**src/rtl/wb_port_arbiter_if.sv**
```systemverilog
// Write-port arbitration bundle: pipeline writeback request, MDU result
// handshake, hazard-unit pending-write query and the register-file write port.
interface wb_port_arbiter_if #(
   parameter int DW = 32,
   parameter int AW = 5
);
   logic          pipe_wb_valid;
   logic          pipe_wb_en;
   logic [AW-1:0] pipe_wb_rd;
   logic [DW-1:0] pipe_wb_data;
   logic          pipe_stall;
   logic          mdu_valid;
   logic [AW-1:0] mdu_rd;
   logic [DW-1:0] mdu_data;
   logic          mdu_ready;
   logic [AW-1:0] query_rs1;
   logic [AW-1:0] query_rs2;
   logic          pend_hit1;
   logic          pend_hit2;
   logic          rf_we;
   logic [AW-1:0] rf_waddr;
   logic [DW-1:0] rf_wdata;

   // Pipeline / MDU / hazard-unit side
   modport master (
      output pipe_wb_valid, pipe_wb_en, pipe_wb_rd, pipe_wb_data,
      output mdu_valid, mdu_rd, mdu_data,
      output query_rs1, query_rs2,
      input  pipe_stall, mdu_ready, pend_hit1, pend_hit2,
      input  rf_we, rf_waddr, rf_wdata
   );

   // Arbiter side
   modport slave (
      input  pipe_wb_valid, pipe_wb_en, pipe_wb_rd, pipe_wb_data,
      input  mdu_valid, mdu_rd, mdu_data,
      input  query_rs1, query_rs2,
      output pipe_stall, mdu_ready, pend_hit1, pend_hit2,
      output rf_we, rf_waddr, rf_wdata
   );
endinterface

```
**src/rtl/wb_port_arbiter.sv**
```systemverilog
// Register-file write-port arbiter. The pipeline owns the port; MDU results
// wait in a small in-order FIFO and drain into idle port cycles. If the FIFO
// head waits STARVE_LIMIT cycles, one FORCE cycle drains it and stalls WB.
module wb_port_arbiter #(
   parameter int DW           = 32,
   parameter int AW           = 5,
   parameter int DEPTH        = 2,
   parameter int STARVE_LIMIT = 4
) (
   input  logic               clk,
   input  logic               rst_n,
   wb_port_arbiter_if.slave   bus
);
   localparam int PW  = (DEPTH > 1) ? $clog2(DEPTH) : 1;
   localparam int AGW = $clog2(STARVE_LIMIT + 1);
   localparam logic [AGW-1:0] AGE_MAX = AGW'(STARVE_LIMIT);

   typedef enum logic [0:0] {NORMAL = 1'b0, FORCE = 1'b1} state_t;

   state_t        state_r, state_s;
   logic [AW-1:0] rd_mem_r   [DEPTH];
   logic [DW-1:0] data_mem_r [DEPTH];
   logic [DEPTH-1:0] valid_r;
   logic [PW-1:0] wr_ptr_r, rd_ptr_r;
   logic [AGW-1:0] age_r, age_s;
   logic          rf_we_r;
   logic [AW-1:0] rf_waddr_r;
   logic [DW-1:0] rf_wdata_r;

   logic pipe_req_s, fifo_empty_s, fifo_full_s, enq_s, deq_s;
   logic grant_pipe_s, pipe_stall_s;
   logic hit1_s, hit2_s, pipe_waw_s;

   assign pipe_req_s   = bus.pipe_wb_valid & bus.pipe_wb_en & (bus.pipe_wb_rd != '0);
   assign fifo_empty_s = ~|valid_r;
   assign fifo_full_s  = &valid_r;
   // rd=0 results are accepted off the MDU but never stored
   assign enq_s        = bus.mdu_valid & ~fifo_full_s & (bus.mdu_rd != '0);

   // Port arbitration, WB stall, and next age / state
   always_comb begin
      grant_pipe_s = 1'b0;
      deq_s        = 1'b0;
      pipe_stall_s = 1'b0;
      age_s        = age_r;
      state_s      = NORMAL;
      case (state_r)
         NORMAL: begin
            if (pipe_req_s) begin
               grant_pipe_s = 1'b1;
            end else begin
               deq_s = ~fifo_empty_s;
            end
         end
         FORCE: begin
            deq_s        = ~fifo_empty_s;
            pipe_stall_s = bus.pipe_wb_valid;
         end
         default: begin
            deq_s = 1'b0;
         end
      endcase
      // age tracks how long the current head has been passed over
      if (deq_s || fifo_empty_s) begin
         age_s = '0;
      end else if (age_r != AGE_MAX) begin
         age_s = age_r + AGW'(1);
      end else begin
         age_s = age_r;
      end
      if ((age_s == AGE_MAX) && !fifo_empty_s) begin
         state_s = FORCE;
      end else begin
         state_s = NORMAL;
      end
   end

   // Pending-write lookup over stored entries, plus WAW detect for the checker
   always_comb begin
      hit1_s     = 1'b0;
      hit2_s     = 1'b0;
      pipe_waw_s = 1'b0;
      for (int i = 0; i < DEPTH; i++) begin
         hit1_s     = hit1_s     | (valid_r[i] & (rd_mem_r[i] == bus.query_rs1));
         hit2_s     = hit2_s     | (valid_r[i] & (rd_mem_r[i] == bus.query_rs2));
         pipe_waw_s = pipe_waw_s | (valid_r[i] & (rd_mem_r[i] == bus.pipe_wb_rd));
      end
      hit1_s     = hit1_s & (bus.query_rs1 != '0);
      hit2_s     = hit2_s & (bus.query_rs2 != '0);
      pipe_waw_s = pipe_waw_s & pipe_req_s;
   end

   // FIFO storage, occupancy bits and wrapping pointers
   always_ff @(posedge clk or negedge rst_n) begin
      if (!rst_n) begin
         valid_r  <= '0;
         wr_ptr_r <= '0;
         rd_ptr_r <= '0;
         for (int i = 0; i < DEPTH; i++) begin
            rd_mem_r[i]   <= '0;
            data_mem_r[i] <= '0;
         end
      end else begin
         if (enq_s) begin
            rd_mem_r[wr_ptr_r]   <= bus.mdu_rd;
            data_mem_r[wr_ptr_r] <= bus.mdu_data;
            wr_ptr_r             <= wr_ptr_r + PW'(1);
         end
         if (deq_s) begin
            rd_ptr_r <= rd_ptr_r + PW'(1);
         end
         // enqueue slot is always free, so it never collides with the head
         for (int i = 0; i < DEPTH; i++) begin
            if (enq_s && (wr_ptr_r == PW'(i))) begin
               valid_r[i] <= 1'b1;
            end else if (deq_s && (rd_ptr_r == PW'(i))) begin
               valid_r[i] <= 1'b0;
            end
         end
      end
   end

   // Arbiter state and head age registers
   always_ff @(posedge clk or negedge rst_n) begin
      if (!rst_n) begin
         state_r <= NORMAL;
         age_r   <= '0;
      end else begin
         state_r <= state_s;
         age_r   <= age_s;
      end
   end

   // Register the granted write onto the register-file port
   always_ff @(posedge clk or negedge rst_n) begin
      if (!rst_n) begin
         rf_we_r    <= 1'b0;
         rf_waddr_r <= '0;
         rf_wdata_r <= '0;
      end else if (grant_pipe_s) begin
         rf_we_r    <= 1'b1;
         rf_waddr_r <= bus.pipe_wb_rd;
         rf_wdata_r <= bus.pipe_wb_data;
      end else if (deq_s) begin
         rf_we_r    <= 1'b1;
         rf_waddr_r <= rd_mem_r[rd_ptr_r];
         rf_wdata_r <= data_mem_r[rd_ptr_r];
      end else begin
         rf_we_r <= 1'b0;
      end
   end

   assign bus.pipe_stall = pipe_stall_s;
   assign bus.mdu_ready  = ~fifo_full_s;
   assign bus.pend_hit1  = hit1_s;
   assign bus.pend_hit2  = hit2_s;
   assign bus.rf_we      = rf_we_r;
   assign bus.rf_waddr   = rf_waddr_r;
   assign bus.rf_wdata   = rf_wdata_r;

   wb_port_arbiter_chk #(.AW(AW)) u_chk (
      .clk          (clk),
      .rst_n        (rst_n),
      .pipe_waw     (pipe_waw_s),
      .rf_we        (rf_we_r),
      .rf_waddr     (rf_waddr_r),
      .pipe_stall   (pipe_stall_s),
      .force_active (state_r == FORCE)
   );
endmodule

// Protocol checks for the arbiter
module wb_port_arbiter_chk #(
   parameter int AW = 5
) (
   input logic          clk,
   input logic          rst_n,
   input logic          pipe_waw,
   input logic          rf_we,
   input logic [AW-1:0] rf_waddr,
   input logic          pipe_stall,
   input logic          force_active
);
   // Pipeline must never write an rd that still has a parked MDU result
   a_no_waw: assert property (@(posedge clk) disable iff (!rst_n) !pipe_waw);
   // x0 never reaches the register file
   a_rf_addr_nz: assert property (@(posedge clk) disable iff (!rst_n) rf_we |-> (rf_waddr != '0));
   // WB is only ever stalled by a forced drain
   a_stall_force: assert property (@(posedge clk) disable iff (!rst_n) pipe_stall |-> force_active);
endmodule
```
**src/flat_wrapper.sv**
```systemverilog
// flat-port wrapper written by rule: the top's interface ports become plain ports
module wb_port_arbiter_flat 
#(
   parameter int DW           = 32,
   parameter int AW           = 5,
   parameter int DEPTH        = 2,
   parameter int STARVE_LIMIT = 4
)
  (clk, rst_n, bus_pipe_wb_valid, bus_pipe_wb_en, bus_pipe_wb_rd, bus_pipe_wb_data, bus_mdu_valid, bus_mdu_rd, bus_mdu_data, bus_query_rs1, bus_query_rs2, bus_pipe_stall, bus_mdu_ready, bus_pend_hit1, bus_pend_hit2, bus_rf_we, bus_rf_waddr, bus_rf_wdata);
  wb_port_arbiter_if #(.DW(DW), .AW(AW)) bus_i ();
  input  logic clk;
  input  logic rst_n;
  input wire logic [$bits(bus_i.pipe_wb_valid)-1:0] bus_pipe_wb_valid;
  input wire logic [$bits(bus_i.pipe_wb_en)-1:0] bus_pipe_wb_en;
  input wire logic [$bits(bus_i.pipe_wb_rd)-1:0] bus_pipe_wb_rd;
  input wire logic [$bits(bus_i.pipe_wb_data)-1:0] bus_pipe_wb_data;
  input wire logic [$bits(bus_i.mdu_valid)-1:0] bus_mdu_valid;
  input wire logic [$bits(bus_i.mdu_rd)-1:0] bus_mdu_rd;
  input wire logic [$bits(bus_i.mdu_data)-1:0] bus_mdu_data;
  input wire logic [$bits(bus_i.query_rs1)-1:0] bus_query_rs1;
  input wire logic [$bits(bus_i.query_rs2)-1:0] bus_query_rs2;
  output wire logic [$bits(bus_i.pipe_stall)-1:0] bus_pipe_stall;
  output wire logic [$bits(bus_i.mdu_ready)-1:0] bus_mdu_ready;
  output wire logic [$bits(bus_i.pend_hit1)-1:0] bus_pend_hit1;
  output wire logic [$bits(bus_i.pend_hit2)-1:0] bus_pend_hit2;
  output wire logic [$bits(bus_i.rf_we)-1:0] bus_rf_we;
  output wire logic [$bits(bus_i.rf_waddr)-1:0] bus_rf_waddr;
  output wire logic [$bits(bus_i.rf_wdata)-1:0] bus_rf_wdata;
  assign bus_i.pipe_wb_valid = bus_pipe_wb_valid;
  assign bus_i.pipe_wb_en = bus_pipe_wb_en;
  assign bus_i.pipe_wb_rd = bus_pipe_wb_rd;
  assign bus_i.pipe_wb_data = bus_pipe_wb_data;
  assign bus_i.mdu_valid = bus_mdu_valid;
  assign bus_i.mdu_rd = bus_mdu_rd;
  assign bus_i.mdu_data = bus_mdu_data;
  assign bus_i.query_rs1 = bus_query_rs1;
  assign bus_i.query_rs2 = bus_query_rs2;
  assign bus_pipe_stall = bus_i.pipe_stall;
  assign bus_mdu_ready = bus_i.mdu_ready;
  assign bus_pend_hit1 = bus_i.pend_hit1;
  assign bus_pend_hit2 = bus_i.pend_hit2;
  assign bus_rf_we = bus_i.rf_we;
  assign bus_rf_waddr = bus_i.rf_waddr;
  assign bus_rf_wdata = bus_i.rf_wdata;
  wb_port_arbiter #(.DW(DW), .AW(AW), .DEPTH(DEPTH), .STARVE_LIMIT(STARVE_LIMIT)) u_core (.clk(clk), .rst_n(rst_n), .bus(bus_i));
endmodule
```
**config.mk**
```make
export PLATFORM = sky130hd
export DESIGN_NAME = wb_port_arbiter_flat
export DESIGN_NICKNAME = d
export VERILOG_FILES = /design/src/rtl/wb_port_arbiter_if.sv /design/src/rtl/wb_port_arbiter.sv /design/src/flat_wrapper.sv
export SDC_FILE = /design/constraint.sdc
export NUM_CORES = 1
export LEC_CHECK = 0
export ABC_AREA = 1
export CORE_ASPECT_RATIO = 1.25
export CORE_MARGIN = 3
export CORE_UTILIZATION = 34
export CTS_BUF_LIST = sky130_fd_sc_hd__clkbuf_16
export CTS_CLUSTER_DIAMETER = 200
export DETAILED_ROUTE_END_ITERATION = 12
export GPL_ROUTABILITY_DRIVEN = 1
export PLACE_DENSITY = 0.62
export SYNTH_ARGS = -nofsm -noshare
export SYNTH_HDL_FRONTEND = slang
export SYNTH_SLANG_ARGS = --single-unit
```
**constraint.sdc**
```tcl
create_clock -name clk -period 1.19 [get_ports clk]
set_input_delay 0.357 -clock clk [delete_from_list [all_inputs] [get_ports clk]]
set_output_delay 0.357 -clock clk [all_outputs]
set_load 0.02 [all_outputs]
```
==> results by group, run 1 <==
Logic synthesis
  – Top-count cell post-synth: nand2_1
  – Post-synth top cells: nand2_1 (303), dfrtp_1 (120), nand3_1 (116), inv_1 (53), o21ai_1 (36)
  – Number of flops mapped to enable cells by yosys: 0
  – Sequential share of the synthesized area: 51.9%
  – Share of flip-flops with an asynchronous set or reset: 100%
  – Synth Register Bits: 120
  – Syn Area/Cell: 7.70 µm²
  – Largest cells by area after synthesis: dfrtp_1 (52%), nand2_1 (20%), nand3_1 (10%), inv_1 (3.4%), o21ai_1 (3.1%)
  – Ys flop type: dfrtp_1
  – Synth Instances: 751
  – Mapped Nets: 842
  – Post-synth top area cell: dfrtp_1
  – Top-area cell type share of the netlist area: 51.9%
  – Synthesis Warnings: 0
  – Post-synth cell types: 26
  – Mapped Area: 5780 µm²

Worst hold path
  – Worst min-delay path class: input port to async pin

Power and ir drop
  – Peak supply drop: 1.36 mV
  – Pwr Density: 2670 nW/µm²
  – Static Leak: 0.00534 µW

Floorplan
  – Initial core utilization: 35.1%
  – Core area: 16500 µm²
  – Core Rows: 52
  – Io pins: 131
  – Die area: 18600 µm²
  – Chip width: 123 µm
  – Die H: 152 µm

Setup path
  – Worst EP required: 830 ps
  – Worst Setup SP: u_core.rd_mem_r[6]
  – Critical path class: flop to primary output
  – Startpoint class of the critical path: flop
  – Crit path capture: bus_pend_hit2
  – CP max FO: 3
  – Critical R2R Launch: u_core.valid_r[0]
  – R2R cell count: 11
  – Flop2flop setup slack: -590 ps
  – Worst Setup End Kind: primary output
  – R2r endpoint: u_core.data_mem_r[49]
  – Arrival @ worst endpoint: 1560 ps

Route
  – Vias: 6104
  – Routed wire length per instance: 17.7 µm
  – Via density: 4.96
  – Post-route ant nets: 0
  – DRC viols: 0
  – Initial DRC Count: 339
  – First drt pass iteration count: 4
  – Routed WL: 21.8 mm

Run status
  – Status: finished with violations
  – Violated checks: setup timing

Clocking
  – CTS tree: yes
  – Root Driver: clkbuf_16
  – Clock buffer depth: 2
  – Clock latency on the worst-skew pair: 430 ps
  – CTS clock-pin slew for the worst setup and hold paths: 50 ps
  – CTS H-tree depth: 4
  – Inserted Clock Buffers: 17
  – Num Clock Sinks: 120

Cells and area
  – Area growth, synth to finish: 88.7%
  – Final Instance Count excl. Fillers: 1230
  – Fraction of layout cells with a size suffix above 1: 46.1%
  – # fillers: 1263
  – Nets: 1089

Placement
  – Gpl congestion: 0.804
  – Hpwl dp: 11.8 mm
  – Port bufs: 130
  – Placed Instances: 1127
  – Pre-CTS setup slack: -1260 ps

Global routing
  – Number of global-route vias before repair: 6221
  – Grt ovf: 0
  – Global-route wire length before repair: 33.0 mm
  – Tot GR Track Use: 23.5%
  – Initial antenna violation count: 0
  – Largest net degree at the start of global routing: 40

STA
  – Setup slack after layout: -730 ps
  – Count of final hold-check violations: 0
  – Worst hold slack: 358 ps
  – RSZ-0062 raised after global routing: yes
  – Period minus WS final: 1920 ps
  – Fmax: 521 MHz
  – Max Slew Vio Count: 0
  – Setup Viol. Count Final: 162
  – Normalized max-slew margin: 71.6%
  – Worst slew pin tran: 421 ps
  – Worst Clk Skew: 9.39 ps
  – Final critical-path share of the clock period: 161%

Run
  – Max-capacitance violation count: 0
-- critical path, cell delays in order (launching register included) --
cell and delay (ps):
dfrtp_1 430, inv_2 80, nand2_1 60, nand2_1 60, nor2_2 120, nand3_2 110, a21oi_4 160, buf_6 130
-- flip-flops by register name, indices dropped and copies added, names as in the netlist, 2 cells and up --
name / flops
u_core.bus.rf_waddr: 5
u_core.bus.rf_wdata: 32
u_core.rd_mem_r: 10
u_core.age_r: 3
u_core.valid_r: 2
u_core.data_mem_r: 64
-- timing repair --
item                                    4_1_cts  5_1_grt
hold endpoints to repair                     10        0
pin swaps                                    65       53
gates resized for setup                     471      158
hold buffers                                  1        0
setup buffers                                48       18
gates cloned                                 21        0
endpoints found under the setup margin      161      162
-- how the worst min path moves through the flow --
| stage | end | slack, ps |
|---|---|---|
| after floorplan | u_core.age_r[0] | 60 |
| after global placement | u_core.bus.rf_wdata[24] | 250 |
| after detailed placement | u_core.bus.rf_wdata[24] | 240 |
| after CTS | u_core.data_mem_r[60] | 350 |
| after global routing | u_core.data_mem_r[61] | 370 |
| final | u_core.bus.rf_wdata[24] | 360 |
-- kinds of logic (layout without fill, tap and decap cells) --
| kind of cell | count (synthesis) | count (layout) | synth area share [%] |
|---|---|---|---|
| fa+ha+maj | 2 | 2 | 0.433 |
| flops | 120 | 120 | 51.9 |
| other cells | 0 | 3 | 0 |
| xor+xnor | 2 | 2 | 0.303 |
| buf+inv | 98 | 358 | 7.79 |
| compound gates | 75 | 75 | 6.54 |
| simple gates | 454 | 454 | 33.0 |
-- per-layer routing --
metal / global-route usage (%) / wire (µm) / up-vias
met5: 0 / 0 / -
li1: - / - / 2908
met3: 4.31 / 845 / 50
met1: 28.3 / 8660 / 2962
met4: 10.9 / 725 / 0
met2: 40.6 / 11500 / 184
-- power breakdown --
part           internal (µW)  leakage, µW  switching [µW]
clock                   3210     0.000290            1850
combinational           8490      0.00356            8240
sequential              5990      0.00149            1350
-- per-stage QoR --
step	utilization, %	TNS, ps	instance area (µm²)	total power [µW]
2_1_floorplan	-	-5950	5850	12300
6_report	66.3	-61260	10900	29100
4_1_cts	63.2	-63260	10400	27800
3_5_place_dp	47.8	-78470	7870	16500
5_1_grt	66.2	-69220	10900	30700
3_3_place_gp	47.8	-78610	7870	16400
-- cell usage in the layout, fill, tap and decap left out, types with 2 or more instances in the layout --
cell type / synthesis / routed
clkbuf_16: 0 / 17
xor2_1: 2 / 2
buf_12: 0 / 35
inv_1: 53 / 49
clkinv_1: 0 / 4
o21ai_0: 35 / 33
nand2_4: 1 / 33
nand2_2: 1 / 69
diode_2: 0 / 3
nor2_1: 24 / 16
buf_6: 1 / 60
nand2_1: 303 / 202
nand3_2: 0 / 74
bufinv_16: 0 / 3
nor2_2: 0 / 5
clkinv_2: 0 / 4
a21oi_4: 0 / 2
dfrtp_1: 120 / 118
nand3_1: 116 / 22
nor3_1: 3 / 2
o21ai_2: 0 / 33
nand3_4: 1 / 21
nor2_4: 0 / 3
o21ai_1: 36 / 4
inv_2: 3 / 8
dlymetal6s2s_1: 0 / 2
buf_8: 0 / 6
dfrtp_2: 0 / 2
dlygate4sd2_1: 0 / 7
buf_16: 0 / 15
clkdlybuf4s50_1: 0 / 78
buf_4: 13 / 65
inv_6: 0 / 2
ha_1: 2 / 2
-- cell type report --
cell class	count	area, µm²	area share (%)
clock inverters	15	144	1.32
flip-flops and latches	120	3010	27.5
clock buffers	17	425	3.90
repair buffers	269	3240	29.7
inverters	57	236	2.17
well taps	216	270	2.48
diodes	3	7.51	0.0688
multi-input cells	533	3580	32.8
No activity file was read; power rests on OpenSTA's default activity.
==> run 2, diff against run 1 <==
- CAP_MARGIN: default -> 5
==> results of run 2 <==
No change in the layout: final DEF, timing and power equal those of run 1.
==> run 3, diff against run 2 <==
- PLACE_DENSITY: 0.62 -> default
==> run 3 against run 2 <==
Against the previous run: the flow still finishes with violations (setup timing); first-iteration DRC count decreased by 21%; die area unchanged; sequential cell count unchanged; global-route usage is 0.23 points higher; via count grew 3.4%; utilization increased by 2.0 points; largest power group unchanged.
==> results by group, run 3 (synthesized netlist as in run 1, its figures left out) <==
Cells and area
  – Top reg by flops: u_core.data_mem_r
  – Largest register FFs: 64
  – Final core occ: 68.3%
  – Design area: 11200 µm²
  – Area growth, synth to finish: 94.4%
  – Final Instance Count excl. Fillers: 1252
  – Fraction of layout cells with a size suffix above 1: 49.6%
  – Nets: 1115
  – Most frequent cells in the layout: nand2_1 (191), dfrtp_1 (118), nand3_2 (90)
  – Most common cell after layout, fill and taps aside: nand2_1

Clocking
  – CTS clock-pin slew for the worst setup and hold paths: 50 ps
  – CTS tree: yes
  – Root Driver: clkbuf_16
  – Clock latency on the worst-skew pair: 420 ps
  – CTS H-tree depth: 4
  – Clock buffer depth: 2
  – Inserted Clock Buffers: 17
  – Num Clock Sinks: 120

Power and ir drop
  – Pwr Density: 2690 nW/µm²
  – Peak supply drop: 1.08 mV
  – Static Leak: 0.00542 µW

Run status
  – Violated checks: setup timing
  – Status: finished with violations

Floorplan
  – Die H: 152 µm
  – Die area: 18600 µm²
  – Initial core utilization: 35.1%
  – Io pins: 131
  – Core Rows: 52
  – Core area: 16500 µm²
  – Chip width: 123 µm

STA
  – Max Slew Vio Count: 0
  – Setup Viol. Count Final: 162
  – RSZ-0062 raised after global routing: yes
  – Period minus WS final: 1970 ps
  – Worst slew pin tran: 421 ps
  – Normalized max-slew margin: 71.7%
  – Count of final hold-check violations: 0
  – Setup slack after layout: -776 ps
  – Worst Clk Skew: 8.14 ps
  – Fmax: 509 MHz
  – Final critical-path share of the clock period: 165%

Setup path
  – Buf/Inv on CP: 3
  – Startpoint class of the critical path: input port
  – Critical Path Slowest Stage Cell: clkdlybuf4s50_1
  – Top Family by Delay on Critical Path: buffers and inverters
  – Critical path class: input port to primary output
  – Arrival @ worst endpoint: 1610 ps
  – Critical path, cell by cell: clkdlybuf4s50_1, inv_1, nand2_1, nand2_1, nor2_2, nand3_2, a21oi_4, buf_6
  – Worst EP required: 830 ps
  – Most common cell on crit path: nand2_1
  – Slowest stage delay, CP: 520 ps
  – CP max FO: 3
  – Worst Setup End Kind: primary output

Global routing
  – Grt ovf: 0
  – Global-route wire length before repair: 33.7 mm
  – Largest net degree at the start of global routing: 62
  – Initial antenna violation count: 1
  – Tot GR Track Use: 23.7%
  – Number of global-route vias before repair: 6449

Placement
  – Hpwl dp: 11.8 mm
  – Port bufs: 130
  – Placed Instances: 1122
  – Placed cell area: 7850 µm²
  – Pre-CTS setup slack: -1230 ps
  – Gpl congestion: 0.819

Route
  – Post-route ant nets: 0
  – Initial DRC Count: 267
  – DRC viols: 0
  – Routed wire length per instance: 18.3 µm
  – First drt pass iteration count: 5
  – Routed WL: 22.9 mm
  – Via density: 5.04
  – Vias: 6309

Worst hold path
  – Worst min-delay path class: input port to flop

Run
  – Max-capacitance violation count: 0
[run 3: changes by cell type in the layout (fill, tap and decap cells not counted), moves of 3 or more]
cell	delta
buf_4	+18
nand3_2	+16
nand3_1	-15
nand2_2	+14
nand2_1	-11
o21ai_1	+9
o21ai_2	-8
buf_6	+6
nor2_2	+4
clkinv_1	-3
clkinv_2	-3
nand2_4	-3
[run 3: per-layer routing]
metal	vias up	GRT usage, %	part of all wire, %	wire length [µm]
li1	2949	-	-	-
met1	3108	28.8	38	8830
met2	199	42.5	54	12300
met3	53	4.08	4.4	1010
met4	0	7.84	3.3	753
met5	-	0	0	0
[run 3: per-stage QoR]
step           TNS, ps  total power [µW]  hold slack (ps)
2_1_floorplan    -5950             12300             61.4
3_3_place_gp    -74760             16400              403
3_5_place_dp    -75910             16600              403
4_1_cts         -60580             28500              477
5_1_grt         -52990             31700              341
6_report        -45780             30200              350
[run 3: what timing repair did]
action	in CTS	in global routing
endpoints found under the setup margin	161	162
pin swaps	82	50
hold buffers	1	0
endpoints found under the hold margin	120	0
gates cloned	22	2
buffers inserted	53	36
resized for setup	496	165
[run 3: worst reg2reg max path, delay by kind of cell (launching register included)]
kind	cells	cell delay, ps
AOI/OAI and AO/OA	1	70
buffers and inverters	4	540
DFF	1	430
and+or+nand+nor	5	510
[run 3: power breakdown]
group          switching, µW  leakage [µW]  total (µW)  internal [µW]
sequential              1450       0.00149        7440           5990
combinational           8560       0.00363       17500           8910
clock                   1870      0.000293        5300           3430
[run 3: worst paths after layout]
kind | from | end | slack (ps) | cells past startpoint
max | bus_query_rs1[3] | bus_pend_hit1 | -780 | 8
min | bus_mdu_rd[2] | u_core.rd_mem_r[2] | 350 | 4
max reg2reg | u_core.valid_r[1] | u_core.data_mem_r[39] | -440 | 10
min reg2reg | u_core.data_mem_r[6] | u_core.data_mem_r[6] | 480 | 2
max in group asynchronous | rst_n | u_core.rd_mem_r[1] | 370 | 3
min in group asynchronous | rst_n | u_core.data_mem_r[59] | 490 | 3
[run 3: area by class of cell]
| class | count | area, µm² |
|---|---|---|
| Fill cell | 1162 | 5220 |
| Multi-Input combinational cell | 533 | 3640 |
| Timing Repair Buffer | 295 | 3480 |
| Sequential cell | 120 | 3010 |
| Clock buffer | 17 | 425 |
| Tap cell | 216 | 270 |
| Inverter | 57 | 246 |
| Clock inverter | 13 | 166 |
| Antenna cell | 1 | 2.50 |
